<file path="src/rtl/seg7_scan_capture.sv">
// Recovers BCD digits from a multiplexed active-low 7-segment scan. Each
// (segments, strobes) sample must dwell STABLE_CYCLES samples before capture.
module seg7_scan_capture #(
   parameter int STABLE_CYCLES = 4,
   parameter int NUM_DIGITS    = 4
) (
   input  logic                    clk,
   input  logic                    rst_n,
   input  logic [6:0]              seg_n,
   input  logic [NUM_DIGITS-1:0]   an_n,
   output logic [4*NUM_DIGITS-1:0] bcd_out,
   output logic                    frame_valid,
   output logic                    pattern_err,
   output logic [NUM_DIGITS-1:0]   seen,
   output logic [1:0]              o_dbg_state
);
   typedef enum logic [1:0] {IDLE = 2'd0, SETTLE = 2'd1, HOLD = 2'd2} state_t;

   localparam logic [3:0]            CNT_MAX = 4'(STABLE_CYCLES - 1);
   localparam logic [3:0]            CNT_CAP = 4'(STABLE_CYCLES - 2);
   localparam logic [NUM_DIGITS-1:0] ONE     = NUM_DIGITS'(1);

   logic [1:0]              r_rst_sync;
   logic                    w_rst_n;
   logic [6:0]              r_seg, r_seg_prev;
   logic [NUM_DIGITS-1:0]   r_an, r_an_prev;
   logic [3:0]              r_cnt;
   state_t                  r_state, w_next;
   logic [3:0]              r_slot [NUM_DIGITS];
   logic [NUM_DIGITS-1:0]   r_seen;
   logic [4*NUM_DIGITS-1:0] r_bcd;
   logic                    r_frame_valid, r_pattern_err;

   logic                    w_changed, w_any_low, w_multi, w_capture, w_illegal;
   logic [NUM_DIGITS-1:0]   w_low, w_seen_next;
   logic [3:0]              w_nib;
   logic [4*NUM_DIGITS-1:0] w_frame;

   // Reset asserts asynchronously but releases on a clock edge.
   always_ff @(posedge clk or negedge rst_n) begin
      if (!rst_n) r_rst_sync <= 2'b00;
      else        r_rst_sync <= {r_rst_sync[0], 1'b1};
   end
   assign w_rst_n = r_rst_sync[1];

   always_ff @(posedge clk or negedge w_rst_n) begin
      if (!w_rst_n) begin
         r_seg      <= '1;
         r_an       <= '1;
         r_seg_prev <= '1;
         r_an_prev  <= '1;
         r_cnt      <= '0;
      end else begin
         r_seg      <= seg_n;
         r_an       <= an_n;
         r_seg_prev <= r_seg;
         r_an_prev  <= r_an;
         if (w_changed)            r_cnt <= '0;
         else if (r_cnt < CNT_MAX) r_cnt <= r_cnt + 4'd1;
      end
   end

   assign w_changed   = ({r_seg, r_an} != {r_seg_prev, r_an_prev});
   assign w_low       = ~r_an;
   assign w_any_low   = |w_low;
   assign w_multi     = ((w_low & (w_low - ONE)) != '0);
   assign w_seen_next = r_seen | w_low;

   always_ff @(posedge clk or negedge w_rst_n) begin
      if (!w_rst_n) r_state <= IDLE;
      else          r_state <= w_next;
   end

   always_comb begin
      w_next = r_state;
      if (w_changed) begin
         w_next = w_any_low ? SETTLE : IDLE;
      end else begin
         case (r_state)
            IDLE:    if (w_any_low) w_next = SETTLE;
            SETTLE:  if (r_cnt >= CNT_CAP) w_next = HOLD;
            HOLD:    w_next = HOLD;
            default: w_next = IDLE;
         endcase
      end
   end

   // Capture fires only on the SETTLE->HOLD edge, so a long dwell never recaptures.
   always_comb begin
      w_capture   = (r_state == SETTLE) && (w_next == HOLD);
      o_dbg_state = r_state;
   end

   always_comb begin
      w_nib     = 4'hE;
      w_illegal = 1'b0;
      case (r_seg)
         7'b1000000: w_nib = 4'h0;
         7'b1111001: w_nib = 4'h1;
         7'b0100100: w_nib = 4'h2;
         7'b0110000: w_nib = 4'h3;
         7'b0011001: w_nib = 4'h4;
         7'b0010010: w_nib = 4'h5;
         7'b0000010: w_nib = 4'h6;
         7'b1111000: w_nib = 4'h7;
         7'b0000000: w_nib = 4'h8;
         7'b0010000: w_nib = 4'h9;
         7'b1111111: w_nib = 4'hF;
         default:    w_illegal = 1'b1;
      endcase
   end

   // Frame view with the digit being captured merged in.
   always_comb begin
      w_frame = '0;
      for (int k = 0; k < NUM_DIGITS; k++)
         w_frame[4*k +: 4] = w_low[k] ? w_nib : r_slot[k];
   end

   always_ff @(posedge clk or negedge w_rst_n) begin
      if (!w_rst_n) begin
         for (int k = 0; k < NUM_DIGITS; k++) r_slot[k] <= 4'hF;
         r_seen        <= '0;
         r_bcd         <= '1;
         r_frame_valid <= 1'b0;
         r_pattern_err <= 1'b0;
      end else begin
         r_frame_valid <= 1'b0;
         r_pattern_err <= 1'b0;
         if (w_capture) begin
            if (w_multi) begin
               r_pattern_err <= 1'b1;
            end else begin
               r_pattern_err <= w_illegal;
               for (int k = 0; k < NUM_DIGITS; k++)
                  if (w_low[k]) r_slot[k] <= w_nib;
               if (&w_seen_next) begin
                  r_bcd         <= w_frame;
                  r_frame_valid <= 1'b1;
                  r_seen        <= '0;
               end else begin
                  r_seen <= w_seen_next;
               end
            end
         end
      end
   end

   assign bcd_out     = r_bcd;
   assign frame_valid = r_frame_valid;
   assign pattern_err = r_pattern_err;
   assign seen        = r_seen;

endmodule

</file>
<file path="config.mk">
export PLATFORM = sky130hd
export DESIGN_NAME = seg7_scan_capture
export DESIGN_NICKNAME = d
export VERILOG_FILES = /design/src/rtl/seg7_scan_capture.sv
export SDC_FILE = /design/constraint.sdc
export NUM_CORES = 1
export LEC_CHECK = 0
export CAP_MARGIN = 20
export CORE_MARGIN = 2
export CORE_UTILIZATION = 52
export CTS_BUF_LIST = sky130_fd_sc_hd__clkbuf_4
export CTS_CLUSTER_DIAMETER = 200
export DETAILED_ROUTE_END_ITERATION = 8
export PLACE_DENSITY_LB_ADDON = 0.12
export REMOVE_ABC_BUFFERS = 1
export SYNTH_ARGS = -nofsm -noshare
export SYNTH_HDL_FRONTEND = slang
export SYNTH_SLANG_ARGS = --single-unit
</file>
<file path="constraint.sdc">
create_clock -name clk -period 2 [get_ports clk]
set_clock_uncertainty 0.15 [all_clocks]
set_input_delay 0.3 -clock clk [delete_from_list [all_inputs] [get_ports clk]]
set_output_delay 0.3 -clock clk [all_outputs]
set_load 0.01 [all_outputs]
</file>
==> results of run 1 <==
layout make-up:
class,instances,area [um^2],area share
clock inverters,3,15.0,0.00351
repair buffers,93,830,0.194
flip-flops and latches,68,1770,0.414
inverters,9,33.8,0.00790
clock buffers,13,97.6,0.0228
well taps,75,93.8,0.0219
multi-input cells,162,1440,0.336
power by group:
part	leakage, nW	switching [mW]	internal [mW]	total (mW)
clock	0.0715	0.459	0.307	0.766
combinational	0.978	0.130	0.113	0.243
sequential	0.746	0.0202	1.42	1.44
registers in the layout (all words and copies together) (netlist names):
name	flops
bcd_out	16
r_slot	16
r_seg	7
seen	4
r_an	4
r_an_prev	4
r_cnt	4
o_dbg_state	2
r_seg_prev	7
frame_valid	1
pattern_err	1
r_rst_sync	2
path summary, 6_finish.rpt:
check                                              from                       to  cells after the start
worst max register to register        r_an[0]$_DFF_PN1_   bcd_out[8]$_DFFE_PN1P_                      5
min in group clk                               seg_n[2]       r_seg[2]$_DFF_PN1_                      1
max in group asynchronous                         rst_n  r_rst_sync[1]$_DFF_PN0_                      2
worst min-delay path            r_rst_sync[1]$_DFF_PN0_     r_cnt[1]$_DFFE_PN0P_                      1
worst min register to register  r_rst_sync[1]$_DFF_PN0_     r_cnt[1]$_DFFE_PN0P_                      1
worst max-delay path                  r_an[0]$_DFF_PN1_   bcd_out[8]$_DFFE_PN1P_                      5
what timing repair did:
action / 4_1_cts / 5_1_grt
hold buffers: 1 / 0
gates cloned: 1 / 0
hold endpoints to repair: 2 / 0
endpoints found under the setup margin: 37 / 39
setup buffers: 5 / 3
pin swaps: 14 / 6
gates resized for setup: 48 / 11
cell usage after synthesis (all sizes together) (4+ instances only):
cell,number
nand3,4
nor3,9
o21ai,16
nand2,6
and3,4
mux2i,4
dfrtp,14
mux2,28
o31ai,5
a21oi,5
nor2,10
inv,9
xor2,11
a211oi,4
o211ai,5
buf,10
dfstp,54
nand2b,4
or3,6
o21a,4
nand4,5
clkbuf,6
cell families after synthesis:
kind of cell | after synthesis | synth area share
compound gates | 48 | 0.104
xor+xnor | 14 | 0.0393
fa+ha+maj | 3 | 0.0112
buf+inv | 25 | 0.0397
flops | 68 | 0.567
mux | 32 | 0.114
other cells | 1 | 0.00120
simple gates | 63 | 0.124
metrics by stage:
step	hold WS [ns]	cells	cell area (um^2)	TNS, ns	setup WS [ns]
after detailed placement	0.149	398	3880	-9.34	-0.322
after CTS	0.129	420	4210	-6.30	-0.243
after global placement	0.138	398	3880	-8.73	-0.297
final	0.137	423	4280	-6.50	-0.249
after global routing	0.130	423	4280	-10.77	-0.343
after floorplan	-0.146	238	3030	-12.10	-0.381
cells in the final DEF, fill, tap and decap left out, types with 3 or more instances in the layout:
cell type,n
mux2_4,22
nor3_1,5
or3_4,3
o21ai_1,3
nor2_1,9
buf_4,48
dfrtp_1,13
xnor2_1,3
a211oi_1,3
clkbuf_4,13
or3_1,4
nand2b_1,4
clkinv_2,3
clkdlybuf4s50_1,36
nand4_1,5
dfstp_2,54
inv_1,8
a21oi_1,3
mux2_2,6
o21ai_0,11
mux2i_1,4
o211ai_1,5
xor2_1,9
nand2_1,6
o21a_1,4
nand3_1,3
and3_1,4
nor3_4,3
buf_6,7
metal layers:
layer  part of all wire  routed length, um  up-vias  global-route usage
met4              0.022                157        0              0.0966
met5                  0                  0        -                   0
met2               0.49               3590       53               0.384
li1                   -                  -     1086                   -
met3              0.032                234       13              0.0374
met1               0.45               3320     1159               0.334
worst max-delay path, stage by stage (launching register included):
cell     delay (ns)
dfstp_2        0.61
maj3_2         0.21
a21oi_2        0.06
or3_4          0.40
or3_4          0.46
mux2_2         0.30
==> flow_summary.json, run 1 <==
{
  "status": "finished, violations left",
  "violations": "setup timing",
  "dieArea_um2": 6640,
  "drcViolationCount": 0,
  "crit_type": "reg2reg",
  "placementRows": 28,
  "synth-seq-cells": 68,
  "start_util": 0.534,
  "drv_cap": 0,
  "num_antenna_cells": 0,
  "viasPerCell": 5.46,
  "htree_levels": 3,
  "finalPower_mw": 2.45,
  "ys_seq_area_frac": 0.567,
  "power_density_nw_per_um2": 573,
  "worstPathRequired_ns": 2.20,
  "finalCriticalPeriod_ns": 2.25,
  "drive_gt1_frac": 0.532,
  "endpoint_kind": "flip-flop",
  "synth_top_area_share": 0.455,
  "dp_hpwl_um": 4830,
  "place.gp.congestion": 0.883,
  "first_iter_violations": 100,
  "holdCritPathClass": "reg2async",
  "grt.total_usage": 0.242,
  "critPathArrivalTime_ns": 2.44,
  "grt_pass1_wl_um": 11800,
  "fmax_ghz": 0.445,
  "drtAntennaViolNets": 0,
  "clkSlewWorstSetupHoldPaths_ns": 0.12,
  "routed_wl_um": 7300,
  "fin_util": 0.731,
  "io_pins": 37,
  "max-clock-path-buffers": 2,
  "synthArstFlopShare": 1.00,
  "ys.warnings.count": 0,
  "ir_drop_mv": 0.651,
  "finalHoldViolCount": 0,
  "area_growth_pct": 37.0,
  "grt_pass1_vias": 2316,
  "dr.pass1.iters": 4,
  "root_buffer": "clkbuf_4",
  "syn_area_per_cell_um2": 12.3,
  "cts_tree": "yes",
  "synth_ff_type": "dfstp_2",
  "cts.sinks": 68,
  "postSynthCellCount": 254,
  "wire_per_inst_um": 17.3,
  "io_buffers": 36,
  "crit_fanout": 7,
  "synth_cell_types": 49,
  "grt_max_degree": 67,
  "synth_edf_count": 0,
  "syn_area_um2": 3120,
  "insertion_delay_ns": 0.40,
  "dieHeight_um": 81.5,
  "synth_area_leader_cell": "dfstp_2",
  "setup_violations": 37,
  "slew_viol_final": 0,
  "grt_setup_unrepaired": "true",
  "die_width_um": 81.5,
  "fill_cells": 397,
  "final.period_utilization": 1.12,
  "num_vias": 2311,
  "antenna_found_initial": 0,
  "cts_buffers": 9,
  "gr-total-overflow": 0,
  "core_area_um2": 5850,
  "yosys-top-cells-area": "dfstp_2 45%, dfrtp_1 11%, mux2_2 7.9%",
  "worst_slack_ns": -0.249,
  "power.leakage_nw": 1.80,
  "final_nets": 358,
  "reg2reg_slack_ns": -0.25,
  "crit_path_start_kind": "flip-flop"
}
Power figures use the tool's default switching activity.
==> run 2, diff against run 1 <==
GPL_ROUTABILITY_DRIVEN = 0   (was unset)
==> flow_summary.json, run 2 (synthesis results as in run 1) <==
{
  "finalHoldViolCount": 0,
  "hold_ws_ns": 0.139,
  "drcViolationCount": 0,
  "slew_viol_final": 0,
  "final_common_cell": "dfstp_2",
  "cts_buffers": 9,
  "final_cell_mix": "54 x dfstp_2, 49 x buf_4, 35 x clkdlybuf4s50_1, 22 x mux2_4",
  "violations": "setup timing",
  "max-clock-path-buffers": 2,
  "grt_setup_unrepaired": "true",
  "endpoint_kind": "flip-flop",
  "dr.pass1.iters": 4,
  "power_density_nw_per_um2": 590,
  "grt_pass1_vias": 2270,
  "fin_area_um2": 4340,
  "num_antenna_cells": 0,
  "grt_pass1_wl_um": 11100,
  "start_util": 0.534,
  "crit_slowest_cell": "dfstp_2",
  "io_buffers": 36,
  "place_area_um2": 3880,
  "cts_tree": "yes",
  "first_iter_violations": 105,
  "crit_path_cell_trace": "maj3_2, a21oi_2, or3_4, buf_4, or2_4, mux2_4",
  "final.period_utilization": 1.14,
  "viasPerCell": 5.34,
  "dieArea_um2": 6640,
  "power.leakage_nw": 1.84,
  "final_nets": 361,
  "insertion_delay_ns": 0.41,
  "routed_wl_um": 7010,
  "drive_gt1_frac": 0.533,
  "cpPeakStageDelay_ns": 0.60,
  "worstPathRequired_ns": 2.19,
  "status": "finished, violations left",
  "fill_cells": 398,
  "num_vias": 2274,
  "startpoint": "r_an[3]$_DFF_PN1_",
  "crit_path_start_kind": "flip-flop",
  "dp_cells": 398,
  "cts.sinks": 68,
  "holdCritPathClass": "reg2async",
  "worst_slack_ns": -0.275,
  "r2r_start": "r_an[3]$_DFF_PN1_",
  "fmax_ghz": 0.440,
  "placementRows": 28,
  "core_area_um2": 5850,
  "crit_fanout": 7,
  "finalCriticalPeriod_ns": 2.27,
  "crit_type": "reg2reg",
  "fin_util": 0.741,
  "wire_per_inst_um": 16.4,
  "grt_max_degree": 67,
  "die_width_um": 81.5,
  "dieHeight_um": 81.5,
  "area_growth_pct": 38.9,
  "io_pins": 37,
  "root_buffer": "clkbuf_4",
  "dp_hpwl_um": 4640,
  "dp_slack_ns": -0.330,
  "setup_violations": 37,
  "htree_levels": 3,
  "ir_drop_mv": 0.505,
  "drv_cap": 0,
  "multiInputGateArea_um2": 1430,
  "antenna_found_initial": 0,
  "grt.total_usage": 0.229,
  "layout.cells.non_filler": 426,
  "clkSlewWorstSetupHoldPaths_ns": 0.11,
  "seq_area_um2": 1770,
  "drtAntennaViolNets": 0,
  "gr-total-overflow": 0,
  "critPathArrivalTime_ns": 2.46
}
[run 2: repair_timing]
item	in CTS	in global routing
resized for setup	45	20
endpoints found under the hold margin	2	0
pin swaps	11	4
setup buffers	8	5
endpoints found under the setup margin	37	38
hold buffers	1	0
[run 2: per-stage QoR]
step	power [mW]	setup TNS [ns]
2_1_floorplan	1.57	-12.10
3_3_place_gp	1.67	-8.26
3_5_place_dp	1.68	-8.97
4_1_cts	2.58	-7.20
5_1_grt	2.67	-8.83
6_report	2.56	-6.78
[run 2: cell type report]
type	instances	share of cell area
clock buffer	13	0.0225
multi-input combinational	161	0.330
inverter	9	0.00779
clock inverter	3	0.00866
timing repair buffer	97	0.201
sequential	68	0.408
tap	75	0.0216
[run 2: final timing paths]
kind | end | slack [ns] | cells past startpoint
setup / recovery | bcd_out[11]$_DFFE_PN1P_ | -0.27 | 6
hold / removal | seen[3]$_DFFE_PN0P_ | 0.14 | 1
max in group asynchronous | r_rst_sync[1]$_DFF_PN0_ | 1.13 | 2
setup reg to reg | bcd_out[11]$_DFFE_PN1P_ | -0.27 | 6
hold reg to reg | seen[3]$_DFFE_PN0P_ | 0.14 | 1
min in group clk | r_seg[0]$_DFF_PN1_ | 0.14 | 1
[run 2: power breakdown]
part	internal, mW	leakage (nW)	switching [mW]	total, mW
logic	0.108	1.02	0.127	0.235
registers	1.42	0.746	0.0183	1.44
clock network	0.431	0.0771	0.450	0.882
[run 2: per-layer routing]
metal / global-route usage / share of wire / wire length (um) / vias to the layer above
li1: - / - / - / 1084
met1: 0.311 / 0.47 / 3320 / 1132
met2: 0.358 / 0.48 / 3330 / 49
met3: 0.0538 / 0.036 / 252 / 9
met4: 0.0898 / 0.015 / 102 / 0
met5: 0 / 0 / 0 / -
[run 2: critical path: cells and delay by family (launching register included)]
kind / cells / cell delay [ns]
AND/OR/NAND/NOR: 2 / 0.71
flip-flops: 1 / 0.60
multiplexers: 1 / 0.31
adder cells (fa/ha/maj): 1 / 0.22
buffers and inverters: 1 / 0.16
AO/OA/AOI/OAI: 1 / 0.06
==> run 3, diff against run 2 <==
CORE_UTILIZATION = 58   (was 52)
clock period = 2.3 ns   (was 2 ns; I/O delays follow)
==> flow_summary.json, run 3 (synthesis results as in run 1) <==
{
  "status": "completed",
  "endpoint_kind": "flip-flop",
  "core_area_um2": 5140,
  "area_growth_pct": 28.8,
  "dieArea_um2": 5990,
  "crit_slowest_cell": "dfstp_2",
  "finalHoldViolCount": 0,
  "viasPerCell": 5.53,
  "power.leakage_nw": 1.67,
  "fmax_ghz": 0.442,
  "critPathTopFamily": "simple AND/OR/NAND/NOR gates",
  "dp_hpwl_um": 4340,
  "antenna_found_initial": 0,
  "holdCritPathClass": "reg2async",
  "drive_gt1_frac": 0.477,
  "finalCriticalPeriod_ns": 2.26,
  "cts_buffers": 9,
  "place_area_um2": 3730,
  "first_iter_violations": 134,
  "die_width_um": 77.4,
  "cts_tree": "yes",
  "placementRows": 26,
  "hold_ws_ns": 0.140,
  "final_nets": 337,
  "io_buffers": 36,
  "critPathArrivalTime_ns": 2.44,
  "max_slew.worst_pin.slew_ns": 0.608,
  "io_pins": 37,
  "start_util": 0.607,
  "grt_max_degree": 42,
  "crit_fanout": 7,
  "gr-total-overflow": 0,
  "grt_pass1_vias": 2115,
  "clkSlewWorstSetupHoldPaths_ns": 0.10,
  "num_antenna_cells": 0,
  "worstPathRequired_ns": 2.48,
  "htree_levels": 3,
  "grt_pass1_wl_um": 10400,
  "drcViolationCount": 0,
  "root_buffer": "clkbuf_4",
  "crit_path_frequent_cell": "or3_4",
  "slew_headroom": 0.595,
  "grt_setup_unrepaired": "true",
  "grt.total_usage": 0.229,
  "cts.sinks": 68,
  "final.period_utilization": 0.983,
  "final_common_cell": "dfstp_2",
  "setup_violations": 0,
  "wire_per_inst_um": 16.7,
  "dr.pass1.iters": 4,
  "fill_cells": 354,
  "slew_viol_final": 0,
  "insertion_delay_ns": 0.41,
  "reg2reg_slack_ns": 0.04,
  "seq_area_um2": 1770,
  "dieHeight_um": 77.4,
  "crit_path_start_kind": "flip-flop",
  "routed_wl_um": 6610,
  "cpPeakStageDelay_ns": 0.62,
  "crit_buf_inv": 0,
  "num_vias": 2195,
  "drv_cap": 0,
  "crit_type": "reg2reg",
  "fin_area_um2": 4020,
  "max-clock-path-buffers": 2,
  "drtAntennaViolNets": 0,
  "fin_tns_setup_ns": 0,
  "ir_drop_mv": 0.446,
  "crit_path_cell_trace": "maj3_1, a21oi_2, or3_4, or3_4, o31ai_2",
  "layout.cells.non_filler": 397,
  "dp_cells": 374,
  "power_density_nw_per_um2": 521,
  "final_cell_mix": "54 x dfstp_2, 36 x clkdlybuf4s50_1, 32 x buf_4, 18 x mux2_2, 15 x o21ai_0",
  "multiInputGateArea_um2": 1360
}
## run 3: cell types whose count changed in the layout (fill, tap and decap cells not counted), moves of 4 or more
| cell | delta |
|---|---|
| buf_6 | -9 |
| mux2_4 | -12 |
| o21ai_0 | +4 |
| buf_4 | -17 |
| mux2_2 | +12 |
| o21ai_2 | -4 |
## run 3: final timing paths
check,end,cells after the start,start
max in group asynchronous,bcd_out[1]$_DFFE_PN1P_,1,r_rst_sync[1]$_DFF_PN0_
max,bcd_out[10]$_DFFE_PN1P_,5,r_an[3]$_DFF_PN1_
max reg2reg,bcd_out[10]$_DFFE_PN1P_,5,r_an[3]$_DFF_PN1_
min reg2reg,r_cnt[0]$_DFFE_PN0P_,0,r_rst_sync[1]$_DFF_PN0_
min in group clk,r_an[0]$_DFF_PN1_,1,an_n[0]
min,r_cnt[0]$_DFFE_PN0P_,0,r_rst_sync[1]$_DFF_PN0_
## run 3: stage by stage
step | utilization | power, mW | worst slack, ns
floorplan | - | 1.36 | -0.0812
global placement | 0.726 | 1.44 | -0.0342
CTS | 0.752 | 2.09 | 0.00907
global route | 0.782 | 2.18 | -0.0479
detailed placement | 0.726 | 1.44 | -0.0856
finish | 0.782 | 2.09 | 0.0400
## run 3: repair_timing
| item | CTS | global route |
|---|---|---|
| hold buffers | 1 | 0 |
| endpoints found under the hold margin | 2 | 0 |
| gates resized for setup | 2 | 28 |
| setup endpoints to repair | 14 | 36 |
| buffers inserted | 0 | 5 |
| cloned | 1 | 0 |
| pin swaps | 1 | 8 |
## run 3: area by class of cell
class                      instances  share of cell area
multi-input combinational        162               0.338
timing repair buffer              72               0.165
sequential                        68               0.440
inverter                           9             0.00840
clock buffer                      12              0.0224
clock inverter                     4             0.00436
tap                               70              0.0218
## run 3: routing by layer
layer,track usage,wire length [um],vias to the layer above
met4,0.116,101,0
met5,0,0,-
met3,0.0442,409,10
met1,0.317,2940,1080
li1,-,-,1032
met2,0.347,3170,73
## run 3: power breakdown
| part | switching (mW) | internal (mW) | leakage (nW) |
|---|---|---|---|
| clock | 0.396 | 0.249 | 0.0662 |
| sequential | 0.0332 | 1.24 | 0.746 |
| combinational | 0.0907 | 0.0877 | 0.856 |
| total | 0.520 | 1.57 | 1.67 |
